$ cat config.mk
export PLATFORM = sky130hd
export DESIGN_NAME = alu_cmd_driver
export DESIGN_NICKNAME = d
export VERILOG_FILES = /design/src/rtl/alu_cmd_driver.sv
export SDC_FILE = /design/constraint.sdc
export NUM_CORES = 1
export LEC_CHECK = 0
export CORE_MARGIN = 2
export CORE_UTILIZATION = 53
export DETAILED_ROUTE_END_ITERATION = 12
export HOLD_SLACK_MARGIN = 0.03
export PLACE_DENSITY = 0.83
export SYNTH_ARGS = -nofsm -noshare
export SYNTH_HDL_FRONTEND = slang
export SYNTH_SLANG_ARGS = --single-unit
$ cat constraint.sdc
create_clock -name clk -period 2.59 [get_ports clk]
set_input_delay 0.6475 -clock clk [delete_from_list [all_inputs] [get_ports clk]]
set_output_delay 0.6475 -clock clk [all_outputs]
set_load 0.01 [all_outputs]
$ cat src/rtl/alu_cmd_driver.sv
// Initiator for a 4-bit combinational ALU: queues commands, drives registered A/B/Sel,
// captures the 8-bit result and returns it over a valid/ready stream. Optional macro: ALU_CMD_CHAIN_EN.
module alu_cmd_driver #(
  parameter int DEPTH = 4,
  parameter int PTR_W = 2
) (
  input  logic       clk,
  input  logic       rst_n,
  input  logic       cmd_valid,
  output logic       cmd_ready,
  input  logic [3:0] cmd_a,
  input  logic [3:0] cmd_b,
  input  logic [3:0] cmd_op,
`ifdef ALU_CMD_CHAIN_EN
  input  logic       cmd_chain,
`endif
  output logic [3:0] alu_a,
  output logic [3:0] alu_b,
  output logic [3:0] alu_sel,
  input  logic [7:0] alu_c,
  output logic       res_valid,
  input  logic       res_ready,
  output logic [7:0] res_data,
  output logic [3:0] res_op,
  output logic       res_err,
  output logic       busy
);

  // Handshakes: a beat transfers on the rising edge where valid & ready are both high;
  // the producer holds its payload stable until then, and ready never depends on valid.

`ifdef ALU_CMD_CHAIN_EN
  localparam int ENT_W = 13;
`else
  localparam int ENT_W = 12;
`endif

  localparam logic [PTR_W:0]   C_FULL    = (PTR_W+1)'(DEPTH);
  localparam logic [PTR_W:0]   C_CNT_ONE = (PTR_W+1)'(1);
  localparam logic [PTR_W-1:0] C_PTR_ONE = PTR_W'(1);

  typedef enum logic [1:0] {
    S_IDLE = 2'd0,
    S_EXEC = 2'd1,
    S_RESP = 2'd2
  } state_t;

  state_t           r_state;
  logic [ENT_W-1:0] r_mem [DEPTH];
  logic [PTR_W-1:0] r_wr_ptr;
  logic [PTR_W-1:0] r_rd_ptr;
  logic [PTR_W:0]   r_count;

  logic [3:0]       r_alu_a;
  logic [3:0]       r_alu_b;
  logic [3:0]       r_alu_sel;
  logic             r_res_valid;
  logic [7:0]       r_res_data;
  logic [3:0]       r_res_op;
  logic             r_res_err;

  logic             w_full;
  logic             w_empty;
  logic             w_push;
  logic             w_issue;
  logic [ENT_W-1:0] w_push_ent;
  logic [ENT_W-1:0] w_head;
  logic [3:0]       w_issue_a;

  function automatic logic is_illegal(input logic [3:0] op);
    logic bad;
    case (op)
      4'b0000, 4'b1111, 4'b0001, 4'b0010, 4'b0100,
      4'b1000, 4'b0011, 4'b0110, 4'b1100, 4'b0101: bad = 1'b0;
      default:                                     bad = 1'b1;
    endcase
    return bad;
  endfunction

  assign w_full    = (r_count == C_FULL);
  assign w_empty   = (r_count == '0);
  assign cmd_ready = rst_n && !w_full;
  assign w_push    = cmd_valid && cmd_ready;
  assign w_head    = r_mem[r_rd_ptr];

  // Issue from IDLE, or straight from RESP in the same cycle the result is taken.
  assign w_issue = !w_empty &&
                   ((r_state == S_IDLE) || ((r_state == S_RESP) && res_ready));

`ifdef ALU_CMD_CHAIN_EN
  assign w_push_ent = {cmd_chain, cmd_a, cmd_b, cmd_op};
  // r_res_data still holds the last completed result when the next command issues.
  assign w_issue_a  = w_head[12] ? r_res_data[3:0] : w_head[11:8];
`else
  assign w_push_ent = {cmd_a, cmd_b, cmd_op};
  assign w_issue_a  = w_head[11:8];
`endif

  always_ff @(posedge clk) begin
    if (w_push) begin
      r_mem[r_wr_ptr] <= w_push_ent;
    end
  end

  always_ff @(posedge clk or negedge rst_n) begin
    if (!rst_n) begin
      r_wr_ptr <= '0;
      r_rd_ptr <= '0;
      r_count  <= '0;
    end else begin
      if (w_push) begin
        r_wr_ptr <= r_wr_ptr + C_PTR_ONE;
      end
      if (w_issue) begin
        r_rd_ptr <= r_rd_ptr + C_PTR_ONE;
      end
      case ({w_push, w_issue})
        2'b10:   r_count <= r_count + C_CNT_ONE;
        2'b01:   r_count <= r_count - C_CNT_ONE;
        default: r_count <= r_count;
      endcase
    end
  end

  always_ff @(posedge clk or negedge rst_n) begin
    if (!rst_n) begin
      r_state     <= S_IDLE;
      r_alu_a     <= '0;
      r_alu_b     <= '0;
      r_alu_sel   <= '0;
      r_res_valid <= 1'b0;
      r_res_data  <= '0;
      r_res_op    <= '0;
      r_res_err   <= 1'b0;
    end else begin
      case (r_state)
        S_IDLE: begin
          if (w_issue) begin
            r_alu_a   <= w_issue_a;
            r_alu_b   <= w_head[7:4];
            r_alu_sel <= w_head[3:0];
            r_state   <= S_EXEC;
          end
        end
        S_EXEC: begin
          r_res_data  <= alu_c;
          r_res_op    <= r_alu_sel;
          r_res_err   <= is_illegal(r_alu_sel);
          r_res_valid <= 1'b1;
          r_state     <= S_RESP;
        end
        S_RESP: begin
          if (res_ready) begin
            r_res_valid <= 1'b0;
            if (w_issue) begin
              r_alu_a   <= w_issue_a;
              r_alu_b   <= w_head[7:4];
              r_alu_sel <= w_head[3:0];
              r_state   <= S_EXEC;
            end else begin
              r_state   <= S_IDLE;
            end
          end
        end
        default: r_state <= S_IDLE;
      endcase
    end
  end

  assign alu_a     = r_alu_a;
  assign alu_b     = r_alu_b;
  assign alu_sel   = r_alu_sel;
  assign res_valid = r_res_valid;
  assign res_data  = r_res_data;
  assign res_op    = r_res_op;
  assign res_err   = r_res_err;
  assign busy      = !w_empty || (r_state != S_IDLE);

endmodule

Word level (Yosys, flattened, before mapping):

Memories as Yosys holds them, arrays and structs flattened. A register that Yosys moved wholly into a read port is not among the register bits.
Cells that the tools add are included.

* flip-flop bits (word level): 34
* RAM bits: 48
* memory bits (read-only): 16
* bits of input ports: 24
* output and inout bits: 28
* word-level logic and storage cells: 59
* memories kept: 2

Memory list
* r_mem: depth 4, bits a word 12, rd ports 1, clocked after memory_dff 0, wr ports 1, line 49 `logic [ENT_W-1:0] r_mem [DEPTH];`
* (no name shown): depth 16, bits a word 1, rd ports 1, clocked after memory_dff 1, wr ports 0, line 72 `case (op)`

* add/subtract/negate cells: 4
* equal/unequal tests: 7
* multiplexer cells: 18
* reductions and logical operators: 18

Operators with widths (number)
* $mux 4: 6
* $pmux 4 s2: 3
* $reduce_bool 2->1: 4
* $pmux 2 s3: 1
* $pmux 3 s2: 1
* $reduce_and 2->1: 3
* $add 2x1->2 const B: 2
* $eq 2x1->1 const B: 2
* $eq 2x2->1 const B: 2
* $logic_and 1x1->1: 4
* $mux 1: 4
* $mux 2: 2
* $ne 2x2->1 const B: 2
* $add 3x1->3 const B: 1
* $eq 3x3->1 const B: 1
* $logic_not 1->1: 3
* $logic_not 3->1: 1
* $sub 3x1->3 const B: 1
* $logic_not 2->1: 1
* $logic_or 1x1->1: 2
* $pmux 1 s2: 1

Logic depth before layout (Yosys ltp):

Gate-level depths: netlist of the first run.

* depth in word-level cells: 7
* mapped depth: 8
* depth with buffers taken out: 8

Least setup slack after synthesis of the first run:

No wires, ideal clock.

* kind: input port to flip-flop
* from: in res_ready
* to: reg r_count[1]
* library setup time: 0.125 ns
* arrival time: 2.164 ns
* required time: 2.465 ns
* path slack: 0.301 ns
* cell stages on the path: 6
* path buffers: 1
* cells stage by stage: and2b_1 -> nor3_4 -> buf_4 -> ha_1 -> fa_1 -> mux2_2

* longest elaborated chain between the ends: 5
* elaborated cells between the ends (all ways): 7
* those cells by class: eq/ne: 2; mux: 1; reduce/logical: 4

RTL lines
* start, declared: line 22 `input logic res_ready,`
* $logic_and 1x1->1 (*): line 88 `((r_state == S_IDLE) || ((r_state == S_RESP) && res_ready));`
* $logic_or 1x1->1 (*): line 88
* $logic_and 1x1->1 (*): line 87 `assign w_issue = !w_empty &&`
* via w_issue: line 65 `logic w_issue;`
* $eq 2x1->1 or $eq 2x2->1 (tied branches): line 117 `case ({w_push, w_issue})`
* $pmux 3 s2 or $reduce_bool 2->1 (tied branches)
* end signal, assigned: line 118 `2'b10: r_count <= r_count + C_CNT_ONE;`
* end signal, assigned: line 119 `2'b01: r_count <= r_count - C_CNT_ONE;`
* end signal, assigned: line 120 `default: r_count <= r_count;`
* end, declared: line 52 `logic [PTR_W:0] r_count;`

The timed path passes the listed nets; every way through them passes the cells marked *.
A chain may end at the register's enable or synchronous reset.

Final worst setup path of the first run:

* from: reg r_count[0]
* to: out busy

* longest elaborated chain between the ends: 3

RTL lines
* $logic_not 3->1: line 81 `assign w_empty = (r_count == '0);`
* $logic_not 1->1: line 177 `assign busy = !w_empty || (r_state != S_IDLE);`
* $logic_or 1x1->1: line 177
* end, declared: line 26 `output logic busy`

No other way between the ends.

==> results of run 1 <==
## flip-flops by register name (all words and copies together), names as in the netlist
name	count
alu_a	4
alu_b	4
alu_sel	4
r_count	3
r_mem	48
r_rd_ptr	2
r_state	2
r_wr_ptr	2
res_data	8
res_err	1
res_op	4
res_valid	1
## routing by layer
layer,vias to the layer above,routed length (microns)
li1,791,-
met1,871,2460
met2,49,2810
met3,7,293
met4,0,34
met5,-,0
## area by class of cell
class                   count  area, sq um  share of cell area
inverters                   8         30.0             0.00709
multi-input cells          76          930               0.219
clock inverters             7          140              0.0331
clock buffers               9          124              0.0292
flip-flops and latches     83         2320               0.547
well taps                  75         93.8              0.0221
repair buffers             63          603               0.142
## through the flow
stage,cell area (sq um),total power (uW),hold slack [ps]
2_1_floorplan,3330,3300,352
3_3_place_gp,3970,3950,488
3_5_place_dp,3970,4030,494
4_1_cts,4240,5230,513
5_1_grt,4240,5470,323
6_report,4240,5160,348
## layout by cell type, fill, tap and decap left out, drive strengths merged, types with 4 or more instances in the layout
cell and count:
nor2 4, mux4 12, clkbuf 9, clkdlybuf4s50 50, mux2 27, inv 8
xnor2 4, bufinv 4, dfrtp 35, and2 4, buf 12, ha 7
edfxtp 48
## power by group through the flow
stage	Sequential [uW]	Combinational (uW)	Clock [uW]
3_3_place_gp	2080	1870	0
6_report	2070	1910	1190
5_1_grt	2120	2080	1270
3_5_place_dp	2090	1940	0
4_1_cts	2070	1950	1210
2_1_floorplan	2110	1190	0
## path summary, 6_finish.rpt
| check | startpoint | end | slack, ps | cells after the start |
|---|---|---|---|---|
| max in group asynchronous | rst_n | res_data[0]$_DFFE_PN0P_ | 1870 | 2 |
| min in group clk | alu_a[1]$_DFFE_PN0P_ | alu_a[1]$_DFFE_PN0P_ | 510 | 1 |
| hold / removal | rst_n | alu_b[3]$_DFFE_PN0P_ | 350 | 2 |
| hold reg to reg | alu_a[1]$_DFFE_PN0P_ | alu_a[1]$_DFFE_PN0P_ | 510 | 1 |
| setup / recovery | r_count[0]$_DFFE_PN0P_ | busy | 140 | 3 |
| setup reg to reg | r_count[0]$_DFFE_PN0P_ | r_count[2]$_DFFE_PN0P_ | 530 | 7 |
## worst max-delay path, stage by stage, from the launching register on
cell and delay [ps]:
dfrtp_1 460, nor3_2 410, nand2_1 90, clkdlybuf4s50_1 500
## logic make-up after synthesis
family / share of synthesized area
adder cells (fa/ha/maj): 0.0323
multiplexers: 0.186
buffers and inverters: 0.0259
XOR/XNOR: 0.0158
AND/OR/NAND/NOR: 0.0304
flip-flops: 0.695
AO/OA/AOI/OAI: 0.0146
==> impl_metrics.py, run 1 <==
metrics = {
    "power": {
        "pwr-share-clk": 0.230,
        "p_leak_uw": 0.00165,
        "power.internal_uw": 3700,
        "p_sw_frac": 0.283,
        "p_seq_frac": 0.400,
        "vdd_drop_max_mv": 0.723,
        "p_switching_uw": 1460,
        "combPwrFrac": 0.370,
        "p_per_area_nw_per_um2": 1220,
    },
    "clock_network": {
        "cts_tree": "done",
        "htreeDepth": 3,
        "cts_root_buf": "clkbuf_8",
        "postCtsHoldBufs": 0,
        "clkLatencyLatePin_ps": 350,
        "path_clk_slew_ps": 80,
        "clock-sinks": 83,
        "cts_setup_buffers": 0,
        "cts_buffer_depth": 2,
        "cts_resized": 0,
        "cts_buffers": 9,
    },
    "drt": {
        "drtIter0Drc": 66,
        "routed_wl_mm": 5.61,
        "avgViaCountPerCell": 5.35,
        "ant_nets": 0,
        "vias": 1718,
        "drt_first_pass_iters": 4,
        "avgRoutedWirePerCell_microns": 17.5,
        "drc_errors": 0,
    },
    "global_route": {
        "gr-usage-met2": 0.283,
        "grt_pass1_wl_mm": 9.28,
        "track_usage": 0.177,
        "antenna_found_initial": 0,
        "globalRouteOverflowTotal": 0,
        "grt_pass1_vias": 1753,
        "met1_usage": 0.235,
        "grtUsageMet3": 0.0646,
        "busiest_layer": "met2",
        "grt_max_degree": 30,
    },
    "logic_synthesis": {
        "ys_ff_latch": 83,
        "syn_area_per_cell_sq_um": 19.3,
        "synthCells": 173,
        "synth_top_area_frac": 0.432,
        "synth_cell_types": 29,
        "seq_area_frac_synth": 0.695,
        "syn_nets": 205,
        "syn_area_sq_um": 3330,
        "yosysMostFrequentCell": "edfxtp_1",
        "synth_edf_count": 48,
        "ys_warn_count": 0,
        "synth_commonest_cells": "edfxtp_1 (48), dfrtp_1 (35), mux2_2 (19)",
        "yosys.area.top_type": "edfxtp_1",
        "synthArstFlopShare": 0.422,
        "synth_ff_type": "edfxtp_1",
        "synthTopCellsByArea": "edfxtp_1 (43%), dfrtp_1 (26%), mux2_2 (6.4%), mux4_2 (5.4%), mux2_4 (3.6%)",
    },
    "floorplanning": {
        "coreArea_sq_um": 5990,
        "die_h_microns": 83.3,
        "io_pins": 52,
        "dieArea_sq_um": 6940,
        "floorplan.initialDensity": 0.556,
        "rows": 28,
        "die_w_microns": 83.3,
    },
    "timing": {
        "worstMarginPinSlew_ps": 615,
        "max_slew_margin": 0.590,
        "maxSlewViolCount": 0,
        "setup_ws_ps": 135,
        "layout_min_cycle_time_ps": 2450,
        "setup_tns_ps": 0,
        "setup_viol": 0,
        "fin_crit_sh": 0.948,
        "rsz0062_at_grt": "false",
        "fmax_ghz": 0.407,
        "skew_ps": 6.73,
        "hold_violations": 0,
    },
    "placement": {
        "dpl.cell_count": 305,
        "pre_cts_ws_ps": 35.5,
        "io_buffers": 51,
        "place.gp.congestion": 0.747,
        "dp_hpwl_mm": 3.72,
    },
    "status": {
        "status": "finished clean",
    },
    "setup_path": {
        "crit_type": "reg2out",
        "worstSetupEndpointType": "output pin",
        "cp_data_required_time_ps": 1940,
        "worstPathArrival_ps": 1810,
        "start_kind": "flop",
        "critPathMaxFanout": 5,
    },
    "finish": {
        "fillCellCount": 388,
        "synthToLayoutAreaGrowth_pct": 27.1,
        "fin_util": 0.707,
        "drive_above_1_share": 0.260,
        "fin_cells": 321,
        "nets": 273,
        "insertedDiodeCount": 0,
    },
    "flow_run": {
        "cap_violations": 0,
    },
    "worst_hold_path": {
        "hold_path.class": "in2async",
    },
}
Note: power is estimated with default switching activity, not from simulation.
==> run 2, diff against run 1 <==
--- a/config.mk
+++ b/config.mk
@@ -5,11 +5,14 @@
 export SDC_FILE = /design/constraint.sdc
 export NUM_CORES = 1
 export LEC_CHECK = 0
+export CORE_ASPECT_RATIO = 0.6
 export CORE_MARGIN = 2
 export CORE_UTILIZATION = 53
 export DETAILED_ROUTE_END_ITERATION = 12
+export GPL_TIMING_DRIVEN = 0
 export HOLD_SLACK_MARGIN = 0.03
 export PLACE_DENSITY = 0.83
+export SKIP_LAST_GASP = 1
 export SYNTH_ARGS = -nofsm -noshare
 export SYNTH_HDL_FRONTEND = slang
 export SYNTH_SLANG_ARGS = --single-unit
==> run 2 against run 1 <==
  * Sequential power about the same
  * Sequential share of layout area rose by 0.69 points
  * Die area increased by 0.30%
  * Power down 2.7%
  * Design area down 1.2%
  * Critical path depth rose by 4
  * Register-to-register slack worse by 80 ps
  * Fmax fell by 3.2%
  * Clock-buffer cell count increased by 4
  * Combinational power rose by 4%
  * Worst hold slack lost 88 ps
  * Largest cell class unchanged
  * Largest power group unchanged
==> impl_metrics.py, run 2 (same netlist as run 1, synthesis figures left out) <==
metrics = {
    "status": {
        "status": "finished clean",
    },
    "timing": {
        "rsz0062_at_grt": "true",
        "layout_min_cycle_time_ps": 2530,
        "setup_viol": 0,
        "max_slew_margin": 0.566,
        "fmax_ghz": 0.395,
        "fin_crit_sh": 0.979,
        "hold_violations": 0,
        "worstMarginPinSlew_ps": 651,
        "skew_ps": 3.77,
        "maxSlewViolCount": 0,
    },
    "global_route": {
        "met1_usage": 0.232,
        "globalRouteOverflowTotal": 0,
        "track_usage": 0.180,
        "grt_pass1_wl_mm": 9.05,
        "grtUsageMet3": 0.0645,
        "antenna_found_initial": 0,
        "busiest_layer": "met2",
        "gr-usage-met2": 0.291,
        "grt_max_degree": 38,
        "grt_pass1_vias": 1778,
    },
    "setup_path": {
        "critPathMaxStageDelay_ps": 490,
        "rr_worst_depth": 6,
        "start_kind": "input pin",
        "worstSetupEndpointType": "flop",
        "r2r_start": "r_state[1]$_DFFE_PN0P_",
        "r2r-end": "r_count[1]$_DFFE_PN0P_",
        "cp_data_required_time_ps": 2820,
        "crit_type": "in2reg",
        "critPathMaxFanout": 10,
        "path_cells": "clkdlybuf4s50_1 > and2b_1 > nor3_4 > buf_6 > ha_1 > fa_1 > mux2_2",
        "worstPathArrival_ps": 2770,
        "r2r_slack_ps": 450,
        "cp_slowest_cell": "clkdlybuf4s50_1",
    },
    "drt": {
        "drc_errors": 0,
        "drtIter0Drc": 67,
        "avgRoutedWirePerCell_microns": 17.2,
        "drt_first_pass_iters": 4,
        "avgViaCountPerCell": 5.22,
        "ant_nets": 0,
        "vias": 1695,
        "routed_wl_mm": 5.59,
    },
    "floorplanning": {
        "die_w_microns": 106,
        "floorplan.initialDensity": 0.548,
        "die_h_microns": 65.4,
        "dieArea_sq_um": 6960,
        "rows": 22,
        "coreArea_sq_um": 6080,
        "io_pins": 52,
    },
    "finish": {
        "fillCellCount": 404,
        "drive_above_1_share": 0.249,
        "nets": 268,
        "fin_util": 0.688,
        "fin_cells": 325,
        "synthToLayoutAreaGrowth_pct": 25.6,
        "final_common_cell": "clkdlybuf4s50_1",
        "insertedDiodeCount": 0,
        "layout_common_cells": "clkdlybuf4s50_1 (50), edfxtp_1 (48), dfrtp_1 (35)",
        "largest_reg_flops": 48,
        "top_register": "r_mem",
    },
    "power": {
        "power.internal_uw": 3560,
        "vdd_drop_max_mv": 0.497,
        "p_per_area_nw_per_um2": 1200,
        "p_switching_uw": 1460,
        "p_sw_frac": 0.291,
        "p_leak_uw": 0.00161,
        "p_seq_frac": 0.409,
        "pwr-share-clk": 0.194,
        "combPwrFrac": 0.397,
    },
    "worst_hold_path": {
        "hold_path.class": "in2async",
    },
    "clock_network": {
        "clock-sinks": 83,
        "cts_buffer_depth": 2,
        "cts_buffers": 9,
        "cts_tree": "done",
        "cts_root_buf": "clkbuf_8",
        "clkLatencyLatePin_ps": 340,
        "htreeDepth": 3,
        "path_clk_slew_ps": 80,
    },
    "placement": {
        "dp_hpwl_mm": 3.83,
        "io_buffers": 51,
        "place.gp.congestion": 0.746,
        "dpl.cell_count": 308,
    },
    "flow_run": {
        "cap_violations": 0,
    },
}
-- run 2: changes by cell type in the layout (fill, tap and decap cells not counted), moves of 2 or more --
cell and delta:
buf_4 -9, bufinv_16 -3, buf_2 +2, buf_6 +2, clkbuf_8 +2
-- run 2: power groups by stage --
stage | combinational (uW) | sequential [uW] | clock [uW]
after CTS | 2000 | 2050 | 1000
after global routing | 2150 | 2110 | 1060
final | 1990 | 2060 | 976
after global placement | 1940 | 2050 | 0
after floorplan | 1190 | 2110 | 0
after detailed placement | 1980 | 2070 | 0
-- run 2: area by class of cell --
cell class,instances,area [sq um],share of cell area
Sequential cell,83,2320,0.554
Clock buffer,13,180,0.0430
Tap cell,84,105,0.0251
Buffer,6,60.1,0.0143
Multi-Input combinational cell,76,936,0.224
Inverter,8,30.0,0.00717
Timing Repair Buffer,52,515,0.123
Clock inverter,3,41.3,0.00987
-- run 2: through the flow --
stage                     instance area (sq um)  setup TNS (ps)  worst slack, ps  total power [uW]  hold slack, ps
after global routing                       4190           -36.8            -36.8              5320             278
after global placement                     3950          -63460            -1370              3990             489
after CTS                                  4170               0             37.7              5060             259
after floorplan                            3330               0              301              3300             352
after detailed placement                   3940           -9870             -387              4060             495
final                                      4190               0             55.2              5030             260
-- run 2: layer usage --
layer	vias up	part of all wire
met5	-	0
met4	0	0.0055
met3	5	0.063
met2	60	0.47
met1	851	0.46
li1	779	-
-- run 2: worst max-delay path by stage --
stage / start / endpoint / cells past startpoint / slack, ps
2_1_floorplan: res_ready / r_count[1]$_DFFE_PN0P_ / 6 / 300
3_3_place_gp: rst_n / r_count[2]$_DFFE_PN0P_ / 8 / -1370
5_1_grt: res_ready / r_count[1]$_DFFE_PN0P_ / 7 / -40
4_1_cts: r_count[0]$_DFFE_PN0P_ / busy / 3 / 40
3_5_place_dp: rst_n / r_count[2]$_DFFE_PN0P_ / 8 / -390
6_report: res_ready / r_count[1]$_DFFE_PN0P_ / 7 / 60
-- run 2: critical path: cells and delay by family --
kind / cells / cell delay (ps)
mux: 1 / 260
fa+ha+maj: 2 / 640
simple gates: 2 / 510
buf+inv: 2 / 700
-- run 2: what timing repair did --
item / in CTS / in global routing
pin swaps: 0 / 1
hold buffers: 0 / 0
endpoints found under the setup margin: 3 / 2
resized for setup: 2 / 1
hold endpoints to repair: 0 / 0
setup buffers: 0 / 1
==> run 3, diff against run 2 <==
--- a/config.mk
+++ b/config.mk
@@ -9,8 +9,9 @@
 export CORE_MARGIN = 2
 export CORE_UTILIZATION = 53
 export DETAILED_ROUTE_END_ITERATION = 12
+export GPL_ROUTABILITY_DRIVEN = 0
 export GPL_TIMING_DRIVEN = 0
-export HOLD_SLACK_MARGIN = 0.03
+export HOLD_SLACK_MARGIN = 0.08
 export PLACE_DENSITY = 0.83
 export SKIP_LAST_GASP = 1
 export SYNTH_ARGS = -nofsm -noshare
==> results of run 3 <==
Same layout as run 2: the final DEF is identical, and so are final timing and power.
==> RTL change 1, RTL diff (flow settings as in run 3) <==
Add a define of `ALU_CMD_CHAIN_EN`.
--- a/src/rtl/alu_cmd_driver.sv
+++ b/src/rtl/alu_cmd_driver.sv
@@ -1,5 +1,7 @@
 // Initiator for a 4-bit combinational ALU: queues commands, drives registered A/B/Sel,
 // captures the 8-bit result and returns it over a valid/ready stream. Optional macro: ALU_CMD_CHAIN_EN.
+`define ALU_CMD_CHAIN_EN
+
 module alu_cmd_driver #(
   parameter int DEPTH = 4,
   parameter int PTR_W = 2
Ports: changed (added cmd_chain); port bits go from 52 to 53. The function was not compared with the original's and may differ.
==> RTL change 1 against run 3 <==
  * Design area rose by 2.2%
  * Utilization up 0.29 points
  * Synthesized cell count up 5.2%
  * Sequential cell count up 4
  * Area after synthesis is 3.6% higher
  * Worst setup slack improved by 56 ps
  * Via count increased by 6.0%
  * Sequential power rose by 3%
  * Sequential share of layout area increased by 1.6 points
  * Routed wire length increased by 4.1%
  * Power is 2.0% lower
==> RTL change 1: results (changes against run 3) <==
Status - completed
Vias in the first global route - 1,829 (+2.9%)
Clk slew on worst S/H paths - 80 ps (about the same)
Number of flops mapped to enable cells by yosys - 52 (+8.3%)
Fillers - 426 (+5.4%)
Mapped Nets - 215 (+4.9%)
Warnings, synthesis - 0 (unchanged)
Tot GR Track Use - 18.5% (+0.49 points)
CP max-delay cell - clkdlybuf4s50_1
Fraction of layout cells with a size suffix above 1 - 24.4% (-0.50 points)
Reg-to-reg startpoint - r_count[0]
Worst setup path end - busy
Clock Path Buffers - 2 (unchanged)
Peak supply drop - 516 uV (+3.7%)
Clk Latency, worst-skew pair - 340 ps (about the same)
Post-Place Setup Slack - -745 ps (-358 ps)
Synth cell types - 27 (-6.9%)
Reg2Reg Depth - 8 (+2)
WHS - 268 ps (+7.62 ps)
Worst R2R End - r_count[2]
Worst hold path type - in2async
Worst Path Arrival - 1830 ps (-940 ps)
Global-route wire length before repair - 9400 um (+4.0%)
Max FFs per register - 52 (+8.3%)
WL/cell - 17.4 um (+1.3%)
Largest cells by area after synthesis - edfxtp_1 45%, dfrtp_1 25%, mux2_2 8.5%
Vias post-DR - 1,797 (+6.0%)
Largest stage delay, worst path - 510 ps (+20 ps)
Met3 wire length - 449 um (+28%)
Biggest register - r_mem
Leak Pwr - 1.59 nW (-1.2%)
Worst Setup SP - r_count[0]
Async SR Flop Fraction - 40.2% (-1.9 points)
Max Used Layer - met4
DP Wirelength - 3970 um (+3.8%)
CP max FO - 5 (-5)
Top cells by count, synth - 52 x edfxtp_1, 35 x dfrtp_1, 26 x mux2_2, 10 x mux4_2, 8 x inv_1
Ys flop type - edfxtp_1
Layout Skew - 7.52 ps (+3.75 ps)
Drt pass-1 iters - 4 (unchanged)
Clock root cell - clkbuf_8
CTS buffer count - 9 (unchanged)
Initial antenna violation count - 0 (unchanged)
Slew margin rel. - 52.5% (-4.1 points)
Nets - 278 (+3.7%)
Setup slack, reg-to-reg - 300 ps (-150 ps)
Seq/Total Area, Yosys - 70.6% (+1.1 points)
IO Port Bufs - 52 (+2.0%)
H-Tree Depth - 3 (unchanged)
Met2 wire len - 2660 um (+0.42%)
Starting DRT DRC Count - 74 (+10%)
Largest net degree at the start of global routing - 38 (unchanged)
Metal-1 WL - 2700 um (+5.3%)
Ant. Diodes - 0 (unchanged)
[RTL change 1: what timing repair did]
action / 4_1_cts / 5_1_grt
endpoints found under the setup margin: 3 / 3
gates resized for setup: 2 / 3
setup buffers: 0 / 0
hold buffers: 0 / 0
[RTL change 1: cell type report]
cell class / count / area [um^2] / share of cell area (%)
sequential: 87 / 2440 / 57.0
inverter: 8 / 30.0 / 0.702
timing repair buffer: 52 / 518 / 12.1
multi-input combinational: 81 / 968 / 22.6
clock buffer: 10 / 138 / 3.22
clock inverter: 6 / 46.3 / 1.08
buffer: 6 / 36.3 / 0.848
tap: 84 / 105 / 2.46
[RTL change 1: report_power, final]
part	switching [mW]	internal (mW)
Clock	0.455	0.377
Sequential	0.266	1.87
Combinational	0.795	1.16
Total	1.52	3.41
[RTL change 1: worst min-delay path by stage]
stage,startpoint,to,cells past startpoint
2_1_floorplan,rst_n,alu_a[0],0
3_3_place_gp,res_data[4],res_data[4],1
3_5_place_dp,alu_b[0],alu_b[0],1
4_1_cts,rst_n,res_data[5],1
5_1_grt,rst_n,res_valid,1
6_report,rst_n,res_valid,1
[RTL change 1: logic make-up (layout without fill, tap and decap cells)]
| logic type | count (synthesis) | count (layout) | share of synthesized area (%) |
|---|---|---|---|
| AO/OA/AOI/OAI | 7 | 7 | 1.41 |
| XOR/XNOR | 6 | 6 | 1.52 |
| adder cells (fa/ha/maj) | 8 | 8 | 3.12 |
| buffers and inverters | 14 | 82 | 1.92 |
| flip-flops | 87 | 87 | 70.6 |
| multiplexers | 44 | 44 | 19.0 |
| AND/OR/NAND/NOR | 16 | 16 | 2.43 |
[RTL change 1: per-stage QoR]
| step | TNS, ps | total power [mW] | instance area (um^2) | instances |
|---|---|---|---|---|
| floorplan | 0 | 3.33 | 3450 | 182 |
| global placement | -72830 | 4.04 | 4080 | 318 |
| detailed placement | -14400 | 4.12 | 4070 | 318 |
| CTS | -70.1 | 4.97 | 4270 | 334 |
| global route | -22.1 | 5.26 | 4280 | 334 |
| finish | 0 | 4.92 | 4280 | 334 |
[RTL change 1: critical path: cells and delay by family, from the launching register on]
| family | cells | cell delay [ps] |
|---|---|---|
| buffers and inverters | 1 | 510 |
| and+or+nand+nor | 2 | 520 |
| DFF | 1 | 470 |
[RTL change 1: layer usage]
metal / vias to the layer above / track usage (%)
met3: 2 / 6.75
met4: 0 / 4.33
met2: 66 / 27.8
met5: - / 0
li1: 830 / -
met1: 899 / 26.1
==> RTL change 2, RTL diff (config.mk and constraints of run 3) <==
Made on the original files. Make the reset (`rst_n`) synchronous in 2 clocked blocks.
--- a/src/rtl/alu_cmd_driver.sv
+++ b/src/rtl/alu_cmd_driver.sv
@@ -102,7 +102,7 @@
     end
   end
 
-  always_ff @(posedge clk or negedge rst_n) begin
+  always_ff @(posedge clk) begin
     if (!rst_n) begin
       r_wr_ptr <= '0;
       r_rd_ptr <= '0;
@@ -122,7 +122,7 @@
     end
   end
 
-  always_ff @(posedge clk or negedge rst_n) begin
+  always_ff @(posedge clk) begin
     if (!rst_n) begin
       r_state     <= S_IDLE;
       r_alu_a     <= '0;
Check against the original RTL: differs if rst_n is asserted again (counterexample within 4 cycles, from zero or initial values and one cycle with rst_n low); with rst_n held inactive, the same outputs for 10 cycles.
==> RTL change 2 against run 3 <==
  * Clock skew rose by 2.6 ps
  * Design area fell by 2.6%
  * Sequential cell count rose by 2
  * Routed wire length rose by 5.9%
  * Power fell by 21%
  * Count of clock-buffer cells in the layout fell by 1
  * Area after synthesis fell by 2.1%
  * Via count rose by 17%
  * Worst setup slack improved by 6.4 ps
  * Cell count rose by 17%
  * Critical path depth rose by 2
  * Critical endpoint is now r_count[2]
  * Largest cell class unchanged
==> RTL change 2: results (changes against run 3) <==
Status - completed
Seq/Total Area, Yosys - 66.9% (-2.6 points)
DP Cell Count - 364 (+18%)
Fraction of layout cells with a size suffix above 1 - 13.5% (-11 points)
Met3 wire length - 296 um (-15%)
Largest stage delay, worst path - 430 ps (-60 ps)
DP Wirelength - 4160 um (+8.8%)
Mux cell area share after synthesis - 9.51% (-9.1 points)
Top cells by count, synth - 48 x edfxtp_1, 40 x nand2_1, 37 x dfxtp_1, 17 x a21oi_1
Worst Path Arrival - 2810 ps (+40 ps)
Starting DRT DRC Count - 109 (+63%)
WL/cell - 15.5 um (-9.7%)
Global-route wire length before repair - 9600 um (+6.1%)
WHS - 455 ps (+195 ps)
Vias in the first global route - 1,962 (+10%)
Layout Skew - 6.37 ps (+2.60 ps)
Async SR Flop Fraction - 0% (-42 points)
XOR/XNOR share of the synthesized area - 0.537% (-1.0 points)
Worst hold path type - reg2reg
Largest cells by area after synthesis - edfxtp_1 44%, dfxtp_1 23%, mux4_2 8.3%
Setup slack, reg-to-reg - 220 ps (-230 ps)
Tot GR Track Use - 18.9% (+0.95 points)
Slew margin rel. - 54.7% (-1.9 points)
Reg-to-reg startpoint - r_count[0]
Switching power total - 1.24 mW (-15%)
[RTL change 2: worst max-delay path by stage]
stage	from	endpoint	slack (ps)	depth (start not counted)
after detailed placement	res_ready	r_count[2]	-440	9
final	res_ready	r_count[2]	60	9
after CTS	cmd_valid	r_count[2]	-60	9
after global placement	res_ready	r_count[2]	-390	9
after global routing	res_ready	r_count[2]	3	9
after floorplan	rst_n	r_count[2]	50	9
[RTL change 2: repair_timing]
| action | CTS | global route |
|---|---|---|
| cloned | 0 | 0 |
| gates resized for setup | 3 | 7 |
| pin swaps | 0 | 1 |
| buffers inserted | 0 | 1 |
| setup endpoints to repair | 2 | 2 |
| hold endpoints to repair | 0 | 0 |
[RTL change 2: through the flow]
| stage | worst slack [ps] | util (%) | TNS, ps |
|---|---|---|---|
| final | 61.6 | 67.6 | 0 |
| after global routing | 3.49 | 67.6 | 0 |
| after CTS | -56.0 | 67.2 | -56.0 |
| after detailed placement | -438 | 64.2 | -1890 |
| after global placement | -391 | 64.2 | -789 |
| after floorplan | 53.7 | - | 0 |
[RTL change 2: power groups by stage]
stage | registers, mW | logic, mW | clock network (mW)
finish | 1.83 | 1.32 | 0.829
CTS | 1.83 | 1.30 | 0.842
floorplan | 1.89 | 0.726 | 0
detailed placement | 1.86 | 1.29 | 0
global placement | 1.85 | 1.25 | 0
global route | 1.86 | 1.45 | 0.900
[RTL change 2: routing by layer]
metal	track usage, %	vias up
li1	-	963
met1	26.0	967
met2	29.3	50
met3	6.04	9
met4	5.50	0
met5	0	-
[RTL change 2: cell type report]
type / count / area (um^2)
Fill cell: 410 / 1950
Multi-Input combinational cell: 125 / 1010
Sequential cell: 85 / 2180
Clock buffer: 12 / 155
Clock inverter: 4 / 21.3
Inverter: 9 / 33.8
Buffer: 11 / 60.1
Tap cell: 84 / 105
Timing Repair Buffer: 51 / 508
